--- src/rtl/fal6567_phase_gen_if.sv ---
// Timing bus between the phase generator and its consumers (VIC core, bus sequencer).
// The generator drives the enables and status; the consumer drives the mode requests.
interface fal6567_phase_gen_if #(
    parameter int NPH = 3
);
    logic           turbo;
    logic           dcrate;
    logic [NPH-1:0] ph_ce;
    logic           cyc_start;
    logic           cyc_end;
    logic           dot_ce;
    logic           turbo_act;
    logic           dcrate_act;
    logic           locked;

    modport master (
        input  turbo, dcrate,
        output ph_ce, cyc_start, cyc_end, dot_ce, turbo_act, dcrate_act, locked
    );

    modport slave (
        output turbo, dcrate,
        input  ph_ce, cyc_start, cyc_end, dot_ce, turbo_act, dcrate_act, locked
    );
endinterface

--- src/rtl/fal6567_phase_gen.sv ---
// Enable-based bus-cycle phase generator with a fractional dot-clock NCO.
// Cycle length and dot rate switch only at cycle / carry boundaries, so no pulse is ever truncated.
module fal6567_phase_gen #(
    parameter int             NPH      = 3,
    parameter int             DIV0     = 28,
    parameter int             DIV1     = 24,
    parameter int             ACCW     = 24,
    parameter logic [ACCW-1:0] INC0    = ACCW'('h400000),
    parameter logic [ACCW-1:0] INC1    = ACCW'('h800000),
    parameter int             LOCK_CYC = 16
) (
    input  logic                  clk,
    input  logic                  rst_n,
    fal6567_phase_gen_if.master   bus
);

    localparam int DMAX = (DIV0 > DIV1) ? DIV0 : DIV1;
    localparam int CW   = (DMAX > 1) ? $clog2(DMAX) : 1;
    localparam int LW   = (LOCK_CYC > 0) ? $clog2(LOCK_CYC + 1) : 1;

    if (NPH < 1 || NPH > 8 || DIV0 < NPH || DIV1 < NPH) begin : g_param_check
        $error("fal6567_phase_gen: need 1 <= NPH <= 8, DIV0 >= NPH and DIV1 >= NPH");
    end

    // Tap k sits at floor(k*D/NPH); with D >= NPH these offsets are strictly increasing.
    function automatic logic [CW-1:0] tap(input int k, input int d);
        return CW'((k * d) / NPH);
    endfunction

    logic            turbo_s1_q, turbo_s2_q;
    logic            dcrate_s1_q, dcrate_s2_q;
    logic [CW-1:0]   cnt_q, cnt_d;
    logic [ACCW-1:0] acc_q, acc_d;
    logic            turbo_act_q, turbo_act_d;
    logic            dcrate_act_q, dcrate_act_d;
    logic [LW-1:0]   lock_cnt_q, lock_cnt_d;
    logic [NPH-1:0]  ph_ce_q, ph_ce_d;
    logic            cyc_end_q, cyc_end_d;
    logic            dot_ce_q, dot_ce_d;
    logic            locked_q, locked_d;

    logic [CW-1:0]   last_cnt;
    logic [ACCW:0]   nco_sum;
    logic            carry;
    logic            mode_change;

    always_comb begin
        // NOTE: every combinational output gets a default first so no latch can be inferred.
        last_cnt     = turbo_act_q ? CW'(DIV1 - 1) : CW'(DIV0 - 1);
        cyc_end_d    = (cnt_q == last_cnt);
        cnt_d        = cyc_end_d ? '0 : cnt_q + 1'b1;

        ph_ce_d      = '0;
        for (int k = 0; k < NPH; k++) begin
            ph_ce_d[k] = (cnt_q == (turbo_act_q ? tap(k, DIV1) : tap(k, DIV0)));
        end

        nco_sum      = {1'b0, acc_q} + {1'b0, (dcrate_act_q ? INC1 : INC0)};
        carry        = nco_sum[ACCW];
        acc_d        = nco_sum[ACCW-1:0];
        dot_ce_d     = carry;

        // Mode requests are only honoured on boundaries, which filters short glitches for free.
        turbo_act_d  = cyc_end_d ? turbo_s2_q  : turbo_act_q;
        dcrate_act_d = carry     ? dcrate_s2_q : dcrate_act_q;
        mode_change  = (turbo_act_d != turbo_act_q) || (dcrate_act_d != dcrate_act_q);

        lock_cnt_d   = lock_cnt_q;
        if (mode_change) begin
            lock_cnt_d = '0;
        end else if (cyc_end_d && (lock_cnt_q != LW'(LOCK_CYC))) begin
            lock_cnt_d = lock_cnt_q + 1'b1;
        end
        locked_d     = (lock_cnt_d == LW'(LOCK_CYC));
    end

    // NOTE: state uses non-blocking assignments so every flop samples pre-edge values.
    // The synchronizers are reset too, so no stale request can leak out of reset.
    always_ff @(posedge clk or negedge rst_n) begin
        if (!rst_n) begin
            turbo_s1_q   <= 1'b0;
            turbo_s2_q   <= 1'b0;
            dcrate_s1_q  <= 1'b0;
            dcrate_s2_q  <= 1'b0;
            cnt_q        <= '0;
            acc_q        <= '0;
            turbo_act_q  <= 1'b0;
            dcrate_act_q <= 1'b0;
            lock_cnt_q   <= '0;
            ph_ce_q      <= '0;
            cyc_end_q    <= 1'b0;
            dot_ce_q     <= 1'b0;
            locked_q     <= 1'b0;
        end else begin
            turbo_s1_q   <= bus.turbo;
            turbo_s2_q   <= turbo_s1_q;
            dcrate_s1_q  <= bus.dcrate;
            dcrate_s2_q  <= dcrate_s1_q;
            cnt_q        <= cnt_d;
            acc_q        <= acc_d;
            turbo_act_q  <= turbo_act_d;
            dcrate_act_q <= dcrate_act_d;
            lock_cnt_q   <= lock_cnt_d;
            ph_ce_q      <= ph_ce_d;
            cyc_end_q    <= cyc_end_d;
            dot_ce_q     <= dot_ce_d;
            locked_q     <= locked_d;
        end
    end

    assign bus.ph_ce      = ph_ce_q;
    assign bus.cyc_start  = ph_ce_q[0];
    assign bus.cyc_end    = cyc_end_q;
    assign bus.dot_ce     = dot_ce_q;
    assign bus.turbo_act  = turbo_act_q;
    assign bus.dcrate_act = dcrate_act_q;
    assign bus.locked     = locked_q;

endmodule

--- src/flat_wrapper.sv ---
// flat-port wrapper written by rule: the top's interface ports become plain ports
module fal6567_phase_gen_flat 
#(
    parameter int             NPH      = 3,
    parameter int             DIV0     = 28,
    parameter int             DIV1     = 24,
    parameter int             ACCW     = 24,
    parameter logic [ACCW-1:0] INC0    = ACCW'('h400000),
    parameter logic [ACCW-1:0] INC1    = ACCW'('h800000),
    parameter int             LOCK_CYC = 16
)
  (clk, rst_n, bus_turbo, bus_dcrate, bus_ph_ce, bus_cyc_start, bus_cyc_end, bus_dot_ce, bus_turbo_act, bus_dcrate_act, bus_locked);
  fal6567_phase_gen_if #(.NPH(NPH)) bus_i ();
  input  logic clk;
  input  logic rst_n;
  input wire logic [$bits(bus_i.turbo)-1:0] bus_turbo;
  input wire logic [$bits(bus_i.dcrate)-1:0] bus_dcrate;
  output wire logic [$bits(bus_i.ph_ce)-1:0] bus_ph_ce;
  output wire logic [$bits(bus_i.cyc_start)-1:0] bus_cyc_start;
  output wire logic [$bits(bus_i.cyc_end)-1:0] bus_cyc_end;
  output wire logic [$bits(bus_i.dot_ce)-1:0] bus_dot_ce;
  output wire logic [$bits(bus_i.turbo_act)-1:0] bus_turbo_act;
  output wire logic [$bits(bus_i.dcrate_act)-1:0] bus_dcrate_act;
  output wire logic [$bits(bus_i.locked)-1:0] bus_locked;
  assign bus_i.turbo = bus_turbo;
  assign bus_i.dcrate = bus_dcrate;
  assign bus_ph_ce = bus_i.ph_ce;
  assign bus_cyc_start = bus_i.cyc_start;
  assign bus_cyc_end = bus_i.cyc_end;
  assign bus_dot_ce = bus_i.dot_ce;
  assign bus_turbo_act = bus_i.turbo_act;
  assign bus_dcrate_act = bus_i.dcrate_act;
  assign bus_locked = bus_i.locked;
  fal6567_phase_gen #(.NPH(NPH), .DIV0(DIV0), .DIV1(DIV1), .ACCW(ACCW), .INC0(INC0), .INC1(INC1), .LOCK_CYC(LOCK_CYC)) u_core (.clk(clk), .rst_n(rst_n), .bus(bus_i));
endmodule
--- config.mk ---
export PLATFORM = sky130hd
export DESIGN_NAME = fal6567_phase_gen_flat
export DESIGN_NICKNAME = d
export VERILOG_FILES = /design/src/rtl/fal6567_phase_gen_if.sv /design/src/rtl/fal6567_phase_gen.sv /design/src/flat_wrapper.sv
export SDC_FILE = /design/constraint.sdc
export NUM_CORES = 1
export LEC_CHECK = 0
export BUFFER_PORTS_ARGS = -buffer_cell sky130_fd_sc_hd__buf_2
export CAP_MARGIN = 10
export CORE_UTILIZATION = 53
export DETAILED_ROUTE_END_ITERATION = 8
export HOLD_SLACK_MARGIN = 0.12
export PLACE_DENSITY = 0.84
export SYNTH_ARGS = -nofsm -noshare
export SYNTH_HDL_FRONTEND = slang
export SYNTH_SLANG_ARGS = --single-unit
--- constraint.sdc ---
create_clock -name clk -period 2.2 [get_ports clk]
set_input_delay 0.33 -clock clk [delete_from_list [all_inputs] [get_ports clk]]
set_output_delay 0.33 -clock clk [all_outputs]
set_load 0.1 [all_outputs]
Yosys cells after proc, flatten, opt, wreduce, memory -nomap -nowiden
Index checks and enable logic that the tools add are counted.

Register bits: 46. Bits of input ports: 4. Output and inout port bits: 9.

Add/sub/neg operators: 3. Equal/unequal tests: 7. Muxes and demuxes: 9. Reductions and logical operators: 3.

Operators with widths (count): 24-bit by 24-bit adder with 25-bit output (1); 24-bit 2-to-1 mux (1); 5-bit equality test (3); 5-bit 2-to-1 mux (3); 5-bit by 1-bit adder with 5-bit output, second input constant (2); 5-bit equality test, second input constant (1); 5-bit zero test (1); 5-bit != test, second input constant (1); 4-bit 2-to-1 mux (1); 1-bit 2-to-1 mux (3); 2-bit 2-to-1 mux (1); 1-bit != test (2); 1-bit logical AND (1); 1-bit logical OR (1).

Logic depth before layout (Yosys ltp)
Word-level depth: 7. Gate-level depth with buffers: 6.

Worst setup path before layout
No wires, ideal clock.

Path kind: flip-flop to flip-flop. Start: reg u_core.dcrate_act_q, in the netlist u_core.bus.dcrate_act. End: reg u_core.locked_q, in the netlist u_core.bus.locked. Library setup time: 0.068 ns. Data arrival time: 2.235 ns. Slack: -0.103 ns. Cell stages (with the launch flop): 7. Buffers on the path: 0. Path through: dfrtp_1 -> inv_1 -> ha_1 -> fa_1 -> a21boi_0 -> a32o_2 -> and4b_1.

Word-level cells in the longest chain between the ends: 7.

Ends and longest elaborated chain: from (decl) (RTL line fal6567_phase_gen.sv:35) `logic dcrate_act_q, dcrate_act_d;`; from (signal assigned) (RTL line fal6567_phase_gen.sv:102) `dcrate_act_q <= dcrate_act_d;`; 24-bit 2-to-1 mux (RTL line fal6567_phase_gen.sv:58) `nco_sum = {1'b0, acc_q} + {1'b0, (dcrate_act_q ? INC1 : INC0)};`; 24-bit by 24-bit adder with 25-bit output (RTL line fal6567_phase_gen.sv:58); net u_core.nco_sum[24] (RTL line fal6567_phase_gen.sv:43) `logic [ACCW:0] nco_sum;`; 1-bit 2-to-1 mux (RTL line fal6567_phase_gen.sv:65) `dcrate_act_d = carry ? dcrate_s2_q : dcrate_act_q;`; 1-bit != test (RTL line fal6567_phase_gen.sv:66) `mode_change = (turbo_act_d != turbo_act_q) || (dcrate_act_d != dcrate_act_q);`; 1-bit logical OR (RTL line fal6567_phase_gen.sv:66); 5-bit 2-to-1 mux (RTL line fal6567_phase_gen.sv:69) `if (mode_change) begin`; net u_core.lock_cnt_d[4] (RTL line fal6567_phase_gen.sv:36) `logic [LW-1:0] lock_cnt_q, lock_cnt_d;`; 5-bit equality test (RTL line fal6567_phase_gen.sv:74) `locked_d = (lock_cnt_d == LW'(LOCK_CYC));`; net u_core.locked_d (RTL line fal6567_phase_gen.sv:40) `logic locked_q, locked_d;`; to (signal assigned) (RTL line fal6567_phase_gen.sv:107) `locked_q <= locked_d;`; to (decl) (RTL line fal6567_phase_gen.sv:40).

The timed path passes the listed nets, and every way through them passes these cells.

Worst setup path in the final report
Same ends and word-level chain as after synthesis.

==> key figures <==
Clocking
  • Num CTS Buffers: 3
  • TritonCTS clock tree: yes
  • Worst-path clk slew: 0.13 ns
  • Post-CTS sizing: 0
  • Clk sinks: 24
  • Longest Clk Path Bufs: 2
  • # Post-CTS Setup Buffers: 0
  • # H-tree levels: 1
  • Clk root buf: clkbuf_4
  • Clock Latency Late Sink: 0.32 ns

Routing
  • Avg WL per Cell: between 10 and 15 µm
  • Drc violations: 0
  • DRT antenna net count: 0
  • Iter 0 DRT Violations: 4
  • DR pass1 iterations: 2
  • DRT Wirelength: between 1.5 and 2 mm
  • Vias per inst: between 5 and 6
  • Detailed-route via count: ~730

Synthesis
  • Most common flop cell mapped by yosys: dfrtp_1
  • Seq cells post-synth: 24
  • Post-synthesis sequential area ratio: 0.519
  • Post-synth ARST share: 1.00
  • Syn avg cell area: roughly 12 µm²
  • Post-synth EDFFs: 0
  • Synth cell types: 39
  • Syn_nets: around 110
  • Post-Syn Area: between 1000 and 1500 µm²
  • YS warnings: 0
  • Cells after synthesis: 99

Setup path
  • Worst endpoint data arrival time: ~2.0 ns
  • Crit start category: flip-flop
  • Critical path type: reg2reg
  • Worst path required time: ~2.5 ns
  • Critical Path Fanout Max: 6
  • Endpoint type of the worst setup path: flip-flop
  • Reg2reg start: u_core.bus.dcrate_act
  • CP Launch Point: u_core.bus.dcrate_act

Placement
  • Pre-CTS setup slack: 0.478 ns
  • Detailed Place HPWL: around 1.3 mm
  • Placed cells: around 130
  • IO Port Bufs: 12
  • GPL Wtd Cong: between 0.8 and 0.9

Floorplan
  • Die Ht: around 49 µm
  • Die area: 2370 µm²
  • Chip width: between 40 and 50 µm
  • I/O pin count: 13
  • Std-Cell Rows: 16
  • Core ar.: 2000 µm²
  • Starting Density: 0.578

Job
  • Max Cap Viol: 0

Global route
  • First-pass GRT wire length: between 3 and 4 mm
  • Gr ovfl total: 0
  • Number of global-route vias before repair: 708
  • Initial antenna violation count: 0
  • Largest net degree at the start of global routing: 25
  • Total track usage: 0.173

Timing
  • Least-Margin Pin Slew: ~0.50 ns
  • Min Tclk post-route: approximately 1.8 ns
  • Count of final max-slew check failures: 0
  • Skew final: 0.00784 ns
  • Final worst path period share: 0.796
  • # setup viols final: 0
  • RSZ-0062 raised after global routing: no
  • Final Hold Vio Count: 0
  • Worst setup margin: between 0.4 and 0.5 ns
  • Relative slew margins: 0.667
  • Final setup TNS: 0 ns
  • Fmax: 571 MHz
  • Hold WS: between 0.3 and 0.4 ns

Run status
  • Status: finished, final reports clean

Final layout
  • Diode count: 0
  • Final-stage net count: 125
  • Post-route insts no fill: 141
  • Area delta synth->final: 12.7%
  • Layout cells sized above 1: 0.193

Worst hold path
  • Hold path start: u_core.turbo_s1_q
  • HP Class: reg2reg

Pwr
  • Pleak: about 0.00062 µW
  • PD cells: between 800 and 900 nW/µm²
  • Max VDD drop: 0.984 mV
critical path, cell delays in order, from the launching register on:
cell,delay (ns)
dfrtp_2,0.42
inv_1,0.06
ha_1,0.20
fa_1,0.45
a21boi_0,0.20
a32o_2,0.17
and4b_1,0.19
path summary, 6_finish.rpt:
| path | slack, ns | end | depth (start not counted) |
|---|---|---|---|
| setup / recovery | 0.45 | u_core.bus.locked | 6 |
| hold / removal | 0.37 | u_core.turbo_s2_q | 0 |
| setup reg to reg | 0.45 | u_core.bus.locked | 6 |
| hold reg to reg | 0.37 | u_core.turbo_s2_q | 0 |
| max in group asynchronous | 1.34 | u_core.bus.dcrate_act | 2 |
| min in group asynchronous | 0.49 | u_core.bus.cyc_end | 2 |
routing by layer:
metal,wire (µm),vias up,track usage
met3,54,2,0.0566
met4,15,0,0.0539
met1,863,345,0.227
met2,805,12,0.271
met5,0,-,0
li1,-,372,-
flip-flops by register name, indices dropped and copies added, names as in the netlist:
name / count
u_core.cnt_q: 5
u_core.lock_cnt_q: 5
u_core.acc_q: 2
u_core.dcrate_s1_q: 1
u_core.bus.dot_ce: 1
u_core.bus.turbo_act: 1
u_core.bus.dcrate_act: 1
u_core.bus.locked: 1
u_core.dcrate_s2_q: 1
u_core.bus.cyc_end: 1
u_core.turbo_s2_q: 1
u_core.turbo_s1_q: 1
u_core.bus.ph_ce: 3
where the power goes:
| part | switching [µW] | internal [µW] |
|---|---|---|
| sequential | 30.7 | 490 |
| clock | 131 | 184 |
| combinational | 232 | 78.0 |
| total | 394 | 753 |
metrics by stage:
| stage | util | total power (µW) | instance area, µm² |
|---|---|---|---|
| after floorplan | - | 772 | 1160 |
| after global placement | 0.609 | 831 | 1220 |
| after detailed placement | 0.609 | 830 | 1220 |
| after CTS | 0.651 | 1160 | 1300 |
| after global routing | 0.651 | 1200 | 1300 |
| final | 0.651 | 1150 | 1300 |
layout by cell type, fill, tap and decap left out, types with 2 or more instances in the layout:
cell type,n
dfrtp_1,23
buf_2,12
nor2_1,10
xor2_1,6
inv_1,5
nand2_1,5
ha_1,5
o21ai_0,4
and2_1,3
xnor2_1,3
clkbuf_4,3
dlygate4sd3_1,3
nand3_1,2
nor3b_1,2
o221ai_1,2
logic make-up (layout without fill, tap and decap cells):
kind of cell    Yosys count  count (layout)  synth area share
simple gates             34              34             0.172
flops                    24              24             0.519
compound gates           15              15             0.107
xor+xnor                  9               9            0.0682
buf+inv                   9              24            0.0433
fa+ha+maj                 6               6            0.0714
mux                       2               2            0.0184
cell usage after synthesis, drive strengths merged, types with 2 or more instances:
library cell	count	area [µm²]
dfrtp	24	601
nor2	10	37.5
xor2	6	52.6
ha	5	62.6
inv	5	18.8
nand2	5	18.8
buf	4	31.3
o21ai	4	20.0
and2	3	18.8
xnor2	3	26.3
nand3	2	10.0
nor3b	2	15.0
o221ai	2	17.5
cell type report:
cell class              instances  area [µm²]
inverters                       5        18.8
multi-input cells              66         505
fillers                       167         699
well taps                      27        33.8
flip-flops and latches         24         602
clock buffers                   3        22.5
clock inverters                 1        30.0
repair buffers                 15        90.1
timing repair:
| item | CTS | global route |
|---|---|---|
| hold buffers | 3 | 0 |
| endpoints found under the hold margin | 26 | 0 |
| setup endpoints to repair | 0 | 0 |
(Power assumes the default switching activity.)
